`config.mk`:
```
export PLATFORM = sky130hd
export DESIGN_NAME = sram_arbiter
export DESIGN_NICKNAME = d
export VERILOG_FILES = /design/src/rtl/sram_arbiter.sv
export SDC_FILE = /design/constraint.sdc
export NUM_CORES = 1
export LEC_CHECK = 0
export BUFFER_PORTS_ARGS = -buffer_cell sky130_fd_sc_hd__buf_2
export CAP_MARGIN = 20
export CORE_AREA = 2 2 138 140
export DETAILED_ROUTE_END_ITERATION = 12
export DIE_AREA = 0 0 140 142
export GPL_ROUTABILITY_DRIVEN = 0
export PLACE_DENSITY = 0.45
export SYNTH_ARGS = -nofsm -noshare
export SYNTH_HDL_FRONTEND = slang
export SYNTH_SLANG_ARGS = --single-unit
export TNS_END_PERCENT = 1
```
`constraint.sdc`:
```
create_clock -name clk -period 2.46 [get_ports clk]
set_clock_uncertainty 0.15 [all_clocks]
set_input_delay 0.123 -clock clk [delete_from_list [all_inputs] [get_ports clk]]
set_output_delay 0.123 -clock clk [all_outputs]
set_load 0.005 [all_outputs]
```
`src/rtl/sram_arbiter.sv`:
```
// Round-robin arbiter and sequencer sharing one 64x64 SRAM between two requesters.
// Define SRAM_ARB_BURST_EN to let an owner keep the grant for up to MAX_BURST beats.
module sram_arbiter #(
   parameter int DW        = 64,
   parameter int AW        = 6,
   parameter int MAX_BURST = 4
) (
   input  logic          clk,
   input  logic          rst_n,
   input  logic          req_0,
   input  logic          req_1,
   input  logic          we_0,
   input  logic          we_1,
   input  logic [AW-1:0] addr_0,
   input  logic [AW-1:0] addr_1,
   input  logic [DW-1:0] wdata_0,
   input  logic [DW-1:0] wdata_1,
   output logic          gnt_0,
   output logic          gnt_1,
   output logic          rsp_valid_0,
   output logic          rsp_valid_1,
   output logic [DW-1:0] rsp_data,
   output logic          sram_csb,
   output logic          sram_wsb,
   output logic [AW-1:0] sram_waddr,
   output logic [AW-1:0] sram_raddr,
   output logic [DW-1:0] sram_wdata,
   input  logic [DW-1:0] sram_rdata
);

   logic ptr, ptr_nxt;   // requester favoured on contention
   logic win, acc;

   always_comb begin
      gnt_0 = 1'b0;
      gnt_1 = 1'b0;
      if (req_0 && req_1) begin
         gnt_0 = ~ptr;
         gnt_1 = ptr;
      end else begin
         gnt_0 = req_0;
         gnt_1 = req_1;
      end
      acc = gnt_0 | gnt_1;
      win = gnt_1;
   end

   always_comb begin
      sram_csb   = 1'b1;
      sram_wsb   = 1'b1;
      sram_waddr = '0;
      sram_raddr = '0;
      sram_wdata = '0;
      if (gnt_0) begin
         sram_csb   = 1'b0;
         sram_wsb   = ~we_0;
         sram_waddr = addr_0;
         sram_raddr = addr_0;
         sram_wdata = wdata_0;
      end else if (gnt_1) begin
         sram_csb   = 1'b0;
         sram_wsb   = ~we_1;
         sram_waddr = addr_1;
         sram_raddr = addr_1;
         sram_wdata = wdata_1;
      end
   end

`ifdef SRAM_ARB_BURST_EN
   localparam logic [3:0] MB = 4'(MAX_BURST);
   logic [3:0] cnt, cnt_nxt, cnt_inc;

   // A beat from a non-owner starts a fresh burst for it.
   always_comb begin
      cnt_inc = ((win == ptr) ? cnt : 4'd0) + 4'd1;
      ptr_nxt = ptr;
      cnt_nxt = 4'd0;
      if (acc) begin
         if (cnt_inc >= MB) begin
            ptr_nxt = ~win;
            cnt_nxt = 4'd0;
         end else begin
            ptr_nxt = win;
            cnt_nxt = cnt_inc;
         end
      end
   end

   always_ff @(posedge clk or negedge rst_n) begin
      if (!rst_n) cnt <= 4'd0;
      else        cnt <= cnt_nxt;
   end
`else
   always_comb ptr_nxt = acc ? ~win : ptr;
`endif

   always_ff @(posedge clk or negedge rst_n) begin
      if (!rst_n) begin
         ptr         <= 1'b0;
         rsp_valid_0 <= 1'b0;
         rsp_valid_1 <= 1'b0;
      end else begin
         ptr         <= ptr_nxt;
         rsp_valid_0 <= gnt_0 & ~we_0;
         rsp_valid_1 <= gnt_1 & ~we_1;
      end
   end

   // SRAM output is already registered, so data lines up with the valid strobe.
   assign rsp_data = sram_rdata;

endmodule

```
==> impl_metrics.tcl, run 1 <==
set metrics [dict create \
    status "finished with violations" \
    violations "design-rule violations" \
    ys_types 14 \
    crit_end "sram_wdata[26]" \
    setup_viol 0 \
    drt_iter0_drc 105 \
    vias 2046 \
    start_kind "flip-flop" \
    vdd_drop_max_mv 0.206 \
    synth_most_common_cell "buf_4" \
    max_slew_margin 0.747 \
    wl_per_cell_um 13.2 \
    hold_viol 0 \
    cts_root_buf "clkbuf_16" \
    synth_area_leaders "a32o_1, buf_4, buf_6" \
    fp.dieH_um 142 \
    initial_core_util 0.0839 \
    portBuffers 227 \
    grt_antenna_before_repair 0 \
    dp_hpwl_um 5650 \
    max_stage_delay_ns 0.41 \
    post-route-period-util 0.800 \
    cts_buffer_depth 2 \
    postCtsSetupRepairBufs 0 \
    die_area_um2 19900 \
    mappedNetlistArea_um2 1550 \
    first_pass_iters 10 \
    critPathRequiredTime_ns 2.19 \
    ys_ff_latch 3 \
    power_leakage_nw 1.24 \
    syn_to_final_growth_pct 58.4 \
    drv_slew 0 \
    cp.arrival_ns 1.69 \
    drcViolationCount 16 \
    holdWs_ns 0.0386 \
    synth_flop_cell "dfrtp_1" \
    fp.coreArea_um2 18500 \
    syn-num-nets 386 \
    yosysTopAreaCellShare 0.452 \
    clk_latency_ns 0.22 \
    rrSetupSlack_ns 0.99 \
    diodes 0 \
    rsz0062_at_grt "no" \
    clock-sinks 3 \
    rows 50 \
    p_per_area_nw_per_um2 337 \
    viasPerCell 3.70 \
    reg2reg_from "ptr" \
    crit_chain "nand2b_2 > buf_12 > a32o_1 > buf_2" \
    cp-end-kind "output port" \
    drive_above_1_share 0.740 \
    ios 356 \
    ys_seq_area_frac 0.0485 \
    ctsHtreeMaxLevel 1 \
    grt_pass1_wl_um 9650 \
    ys_warn_count 0 \
    critPathKind "reg2out" \
    hold_start "we_1" \
    syn_area_per_cell_um2 8.80 \
    worst_pin_slew_ns 0.380 \
    syn_inst 176 \
    design_area_um2 2450 \
    crit_path_start "ptr" \
    cp_top_family "flip-flops" \
    synth_commonest_cells "buf_4, a32o_1, buf_6" \
    cp_num_buf_inv 2 \
    maxCapViolations 0 \
    synth-edff-count 0 \
    grt_usage 0.0605 \
    grt_pass1_vias 1706 \
    gr-total-overflow 0 \
    cts_tree "built" \
    dpl_cell_area_um2 2350 \
    hold_path_class "in2reg" \
    fmax_mhz 508 \
    die-width_um 140 \
    layout_min_cycle_time_ns 1.97 \
    cp_slowest_cell "dfrtp_1" \
    fin_nets 530 \
    crit_cells 4 \
    clk_pin_slew_ns 0.03 \
    r2r-end "rsp_valid_1" \
    r2r_cells 3 \
    cp_max_fo 36 \
    cts_made_buffers 3 \
    grt_max_degree 76 \
    async_flop_share 1.00 \
    tns_ns 0 \
    synth_top_area_cell "a32o_1" \
    ant_nets 0 \
    routed_wirelength_um 7290 \
]
## cell usage in the layout (no fill, tap or decap)
master,n
and3b_1,1
dlygate4sd3_1,2
a21boi_4,1
nand2b_2,1
nor2_1,2
a32oi_1,1
a21oi_1,1
buf_12,4
a32o_1,70
and2_1,1
clkbuf_16,3
clkbuf_1,1
buf_2,227
dfrtp_1,3
nor2b_1,1
## layer usage
metal  GRT usage  share of wire  vias up
met3      0.0121          0.095       32
met4      0.0346          0.047        0
met2       0.102           0.48      144
li1            -              -      937
met5           0              0        -
met1      0.0722           0.38      933
## cell families (layout without fill, tap and decap cells)
family / Yosys count / count (layout) / synth area share
AOI/OAI and AO/OA: 73 / 73 / 0.466
and+or+nand+nor: 6 / 6 / 0.0226
DFF: 3 / 3 / 0.0485
buffers and inverters: 94 / 237 / 0.463
## sequential cells by signal (all words and copies together) (netlist names)
signal       cells
rsp_valid_1      1
ptr              1
rsp_valid_0      1
## final cells by class
type | count | area [um^2]
clock buffers | 4 | 78.8
multi-input cells | 79 | 771
repair buffers | 233 | 1240
fillers | 2106 | 16000
well taps | 234 | 293
flip-flops and latches | 3 | 75.1
## report_power, final
group	switching, W	internal (W)
registers	0.00000376	0.0000541
logic	0.000228	0.000284
clock network	0.0000437	0.000214
total	0.000276	0.000552
## how the worst min path moves through the flow
stage,endpoint,slack [ns],depth (start not counted)
CTS,rsp_valid_1,0.03,2
floorplan,ptr,-0.32,0
global route,rsp_valid_1,0.05,2
global placement,rsp_valid_0,-0.21,1
finish,rsp_valid_1,0.04,2
detailed placement,rsp_valid_0,-0.22,1
## through the flow
step / util / setup WS [ns] / instances / total power, W
global route: 0.133 / 0.365 / 553 / 0.000886
CTS: 0.133 / 0.448 / 553 / 0.000842
floorplan: - / 0.990 / 176 / 0.000410
finish: 0.133 / 0.493 / 553 / 0.000827
detailed placement: 0.128 / 0.688 / 547 / 0.000572
global placement: 0.128 / 0.693 / 547 / 0.000577
## timing repair
item	CTS	global route
gates resized for setup	0	0
hold endpoints to repair	4	0
hold buffers	2	0
Note: power is estimated with default switching activity, not from simulation.
==> inputs of run 2 (changes only) <==
--- a/config.mk
+++ b/config.mk
@@ -5,13 +5,14 @@
 export SDC_FILE = /design/constraint.sdc
 export NUM_CORES = 1
 export LEC_CHECK = 0
+export ABC_AREA = 1
 export BUFFER_PORTS_ARGS = -buffer_cell sky130_fd_sc_hd__buf_2
 export CAP_MARGIN = 20
-export CORE_AREA = 2 2 138 140
+export CORE_AREA = 2 2 137 139
 export DETAILED_ROUTE_END_ITERATION = 12
-export DIE_AREA = 0 0 140 142
+export DIE_AREA = 0 0 139 141
 export GPL_ROUTABILITY_DRIVEN = 0
-export PLACE_DENSITY = 0.45
+export PLACE_DENSITY = 0.49
 export SYNTH_ARGS = -nofsm -noshare
 export SYNTH_HDL_FRONTEND = slang
 export SYNTH_SLANG_ARGS = --single-unit
==> constraint.sdc (replaced) <==
create_clock -name clk -period 1.66 [get_ports clk]
set_clock_uncertainty 0.15 [all_clocks]
set_input_delay 0.083 -clock clk [delete_from_list [all_inputs] [get_ports clk]]
set_output_delay 0.083 -clock clk [all_outputs]
set_load 0.005 [all_outputs]
==> run 2 against run 1 <==
  * The run now ends clean
  * Wire length up 28%
  * Largest power group unchanged
  * Clock power increased by 47%
  * Via count is 31% higher
  * Count of clock-buffer cells in the layout unchanged
  * Hold slack got worse by 0.023 ns
  * Highest routed layer unchanged
  * Die area shrank 1.4%
  * Register-to-register slack got worse by 0.55 ns
  * Design area grew 14%
  * Sequential power up 45%
  * Synthesized cell count increased by 86%
==> impl_metrics.tcl, run 2 <==
set metrics [dict create \
    route.met3.wl_um 925 \
    synth_flop_cell "dfrtp_1" \
    cts_made_buffers 3 \
    syn_area_per_cell_um2 5.74 \
    vias 2678 \
    ctsHtreeMaxLevel 1 \
    die-width_um 139 \
    cts_tree "built" \
    diodes 0 \
    vdd_drop_max_mv 0.170 \
    cp_top_family "flip-flops" \
    rows 50 \
    wl_per_cell_um 13.2 \
    wl_met2_um 4420 \
    n_fill_cell 2144 \
    design_area_um2 2800 \
    critPathKind "reg2out" \
    viasPerCell 3.79 \
    yosysTopAreaCellShare 0.372 \
    max_stage_delay_ns 0.39 \
    hold_viol 0 \
    async_flop_share 1.00 \
    cp_slowest_cell "dfrtp_1" \
    worst_pin_slew_ns 0.452 \
    synth_top_area_cell "nand3_1" \
    die_area_um2 19600 \
    crit_chain "nand2_2 > buf_4 > nand3_1 > nand2_1 > buf_2" \
    first_pass_iters 4 \
    cp.arrival_ns 1.32 \
    tns_ns 0 \
    grt_max_degree 55 \
    ys_types 14 \
    layout_commonest_cell "buf_2" \
    synth_top_family_by_area "simple AND/OR/NAND/NOR gates" \
    synth_compound_area_frac 0.00266 \
    p_per_area_nw_per_um2 474 \
    critPathRequiredTime_ns 1.43 \
    syn-num-nets 538 \
    synth-edff-count 0 \
    max_slew_margin 0.698 \
    cp-end-kind "output port" \
    layout_min_cycle_time_ns 1.56 \
    m1WireLength_um 3620 \
    holdWs_ns 0.0160 \
    final_cell_mix "buf_2, nand3_1, nand2_1, buf_4, clkbuf_16" \
    top_layer_used "met4" \
    grt_antenna_before_repair 0 \
    fmax_mhz 643 \
    drcViolationCount 0 \
    synth-simple-area-share 0.539 \
    clk_pin_slew_ns 0.03 \
    ys_ff_latch 3 \
    grt_pass1_vias 2432 \
    gr-total-overflow 0 \
    drt_iter0_drc 90 \
    syn_to_final_growth_pct 48.5 \
    cp_num_buf_inv 2 \
    grt_usage 0.0832 \
    cp_max_fo 20 \
    mappedNetlistArea_um2 1880 \
    power_leakage_nw 1.74 \
    dp_hpwl_um 7120 \
    clock-sinks 3 \
    synth_most_common_cell "nand3_1" \
    post-route-period-util 0.938 \
    synthAdderAreaFrac 0 \
    drive_above_1_share 0.516 \
    maxCapViolations 0 \
    initial_core_util 0.103 \
    hold_path_class "in2out" \
    ys_seq_area_frac 0.0399 \
    cts_root_buf "clkbuf_16" \
    setup_viol 0 \
    postCtsSetupRepairBufs 0 \
    synth_area_leaders "nand3_1, buf_4, nand2_1" \
    dpl_cell_area_um2 2650 \
    drv_slew 0 \
    synth_xor_area_frac 0 \
    reg.largest.list "ptr: 1 flops, rsp_valid_0: 1 flops, rsp_valid_1: 1 flops" \
    fin_nets 684 \
    ys_warn_count 0 \
    fp.coreArea_um2 18300 \
    synth_commonest_cells "nand3_1, nand2_1, buf_4" \
    status "finished clean" \
    grt_pass1_wl_um 13000 \
    cts_buffer_depth 2 \
    routed_wirelength_um 9300 \
    clk_latency_ns 0.22 \
    portBuffers 227 \
    muxShareOfSynthArea 0 \
    syn_inst 328 \
    fp.dieH_um 141 \
    start_kind "flip-flop" \
    rsz0062_at_grt "no" \
    ios 356 \
    ant_nets 0 \
]
run 2: layer usage:
layer | vias up | track usage
met5 | - | 0
met4 | 0 | 0.0324
met3 | 36 | 0.0329
met1 | 1154 | 0.0894
li1 | 1315 | -
met2 | 173 | 0.147
run 2: metrics by stage:
step                      power [W]   util  instances  worst slack [ns]
after floorplan            0.000641      -        328             0.448
after global placement     0.000926  0.145        699             0.257
after detailed placement   0.000923  0.145        699             0.278
after CTS                   0.00132  0.151        706            0.0428
after global routing        0.00145  0.153        707            0.0196
final                       0.00133  0.153        707             0.104
run 2: power by group:
group          switching, W  total (W)  internal [W]
combinational      0.000448   0.000861      0.000413
clock             0.0000634   0.000380      0.000317
sequential       0.00000400  0.0000842     0.0000802
run 2: cell type report:
type | count | area [um^2] | area share
multi-input cells | 221 | 1020 | 0.365
well taps | 234 | 293 | 0.105
clock buffers | 4 | 78.8 | 0.0282
repair buffers | 241 | 1320 | 0.470
inverters | 4 | 15.0 | 0.00537
flip-flops and latches | 3 | 75.1 | 0.0268
run 2: kinds of logic after synthesis:
kind of cell    count (synthesis)
simple gates                  220
buf+inv                       104
flops                           3
compound gates                  1
run 2: timing repair:
action                     in CTS  in global routing
setup endpoints to repair       0                 12
resized for setup               0                  3
hold buffers                    3                  0
hold endpoints to repair        5                  0
run 2: path summary, 6_finish.rpt:
kind / from / end / slack, ns / depth (start not counted)
worst max-delay path: ptr / sram_wdata[11] / 0.10 / 5
worst min register to register: ptr / ptr / 0.46 / 2
min in group asynchronous: rst_n / rsp_valid_1 / 0.08 / 2
max in group asynchronous: rst_n / rsp_valid_0 / 1.16 / 2
worst max register to register: ptr / rsp_valid_1 / 0.44 / 5
worst min-delay path: sram_rdata[23] / rsp_data[23] / 0.02 / 0
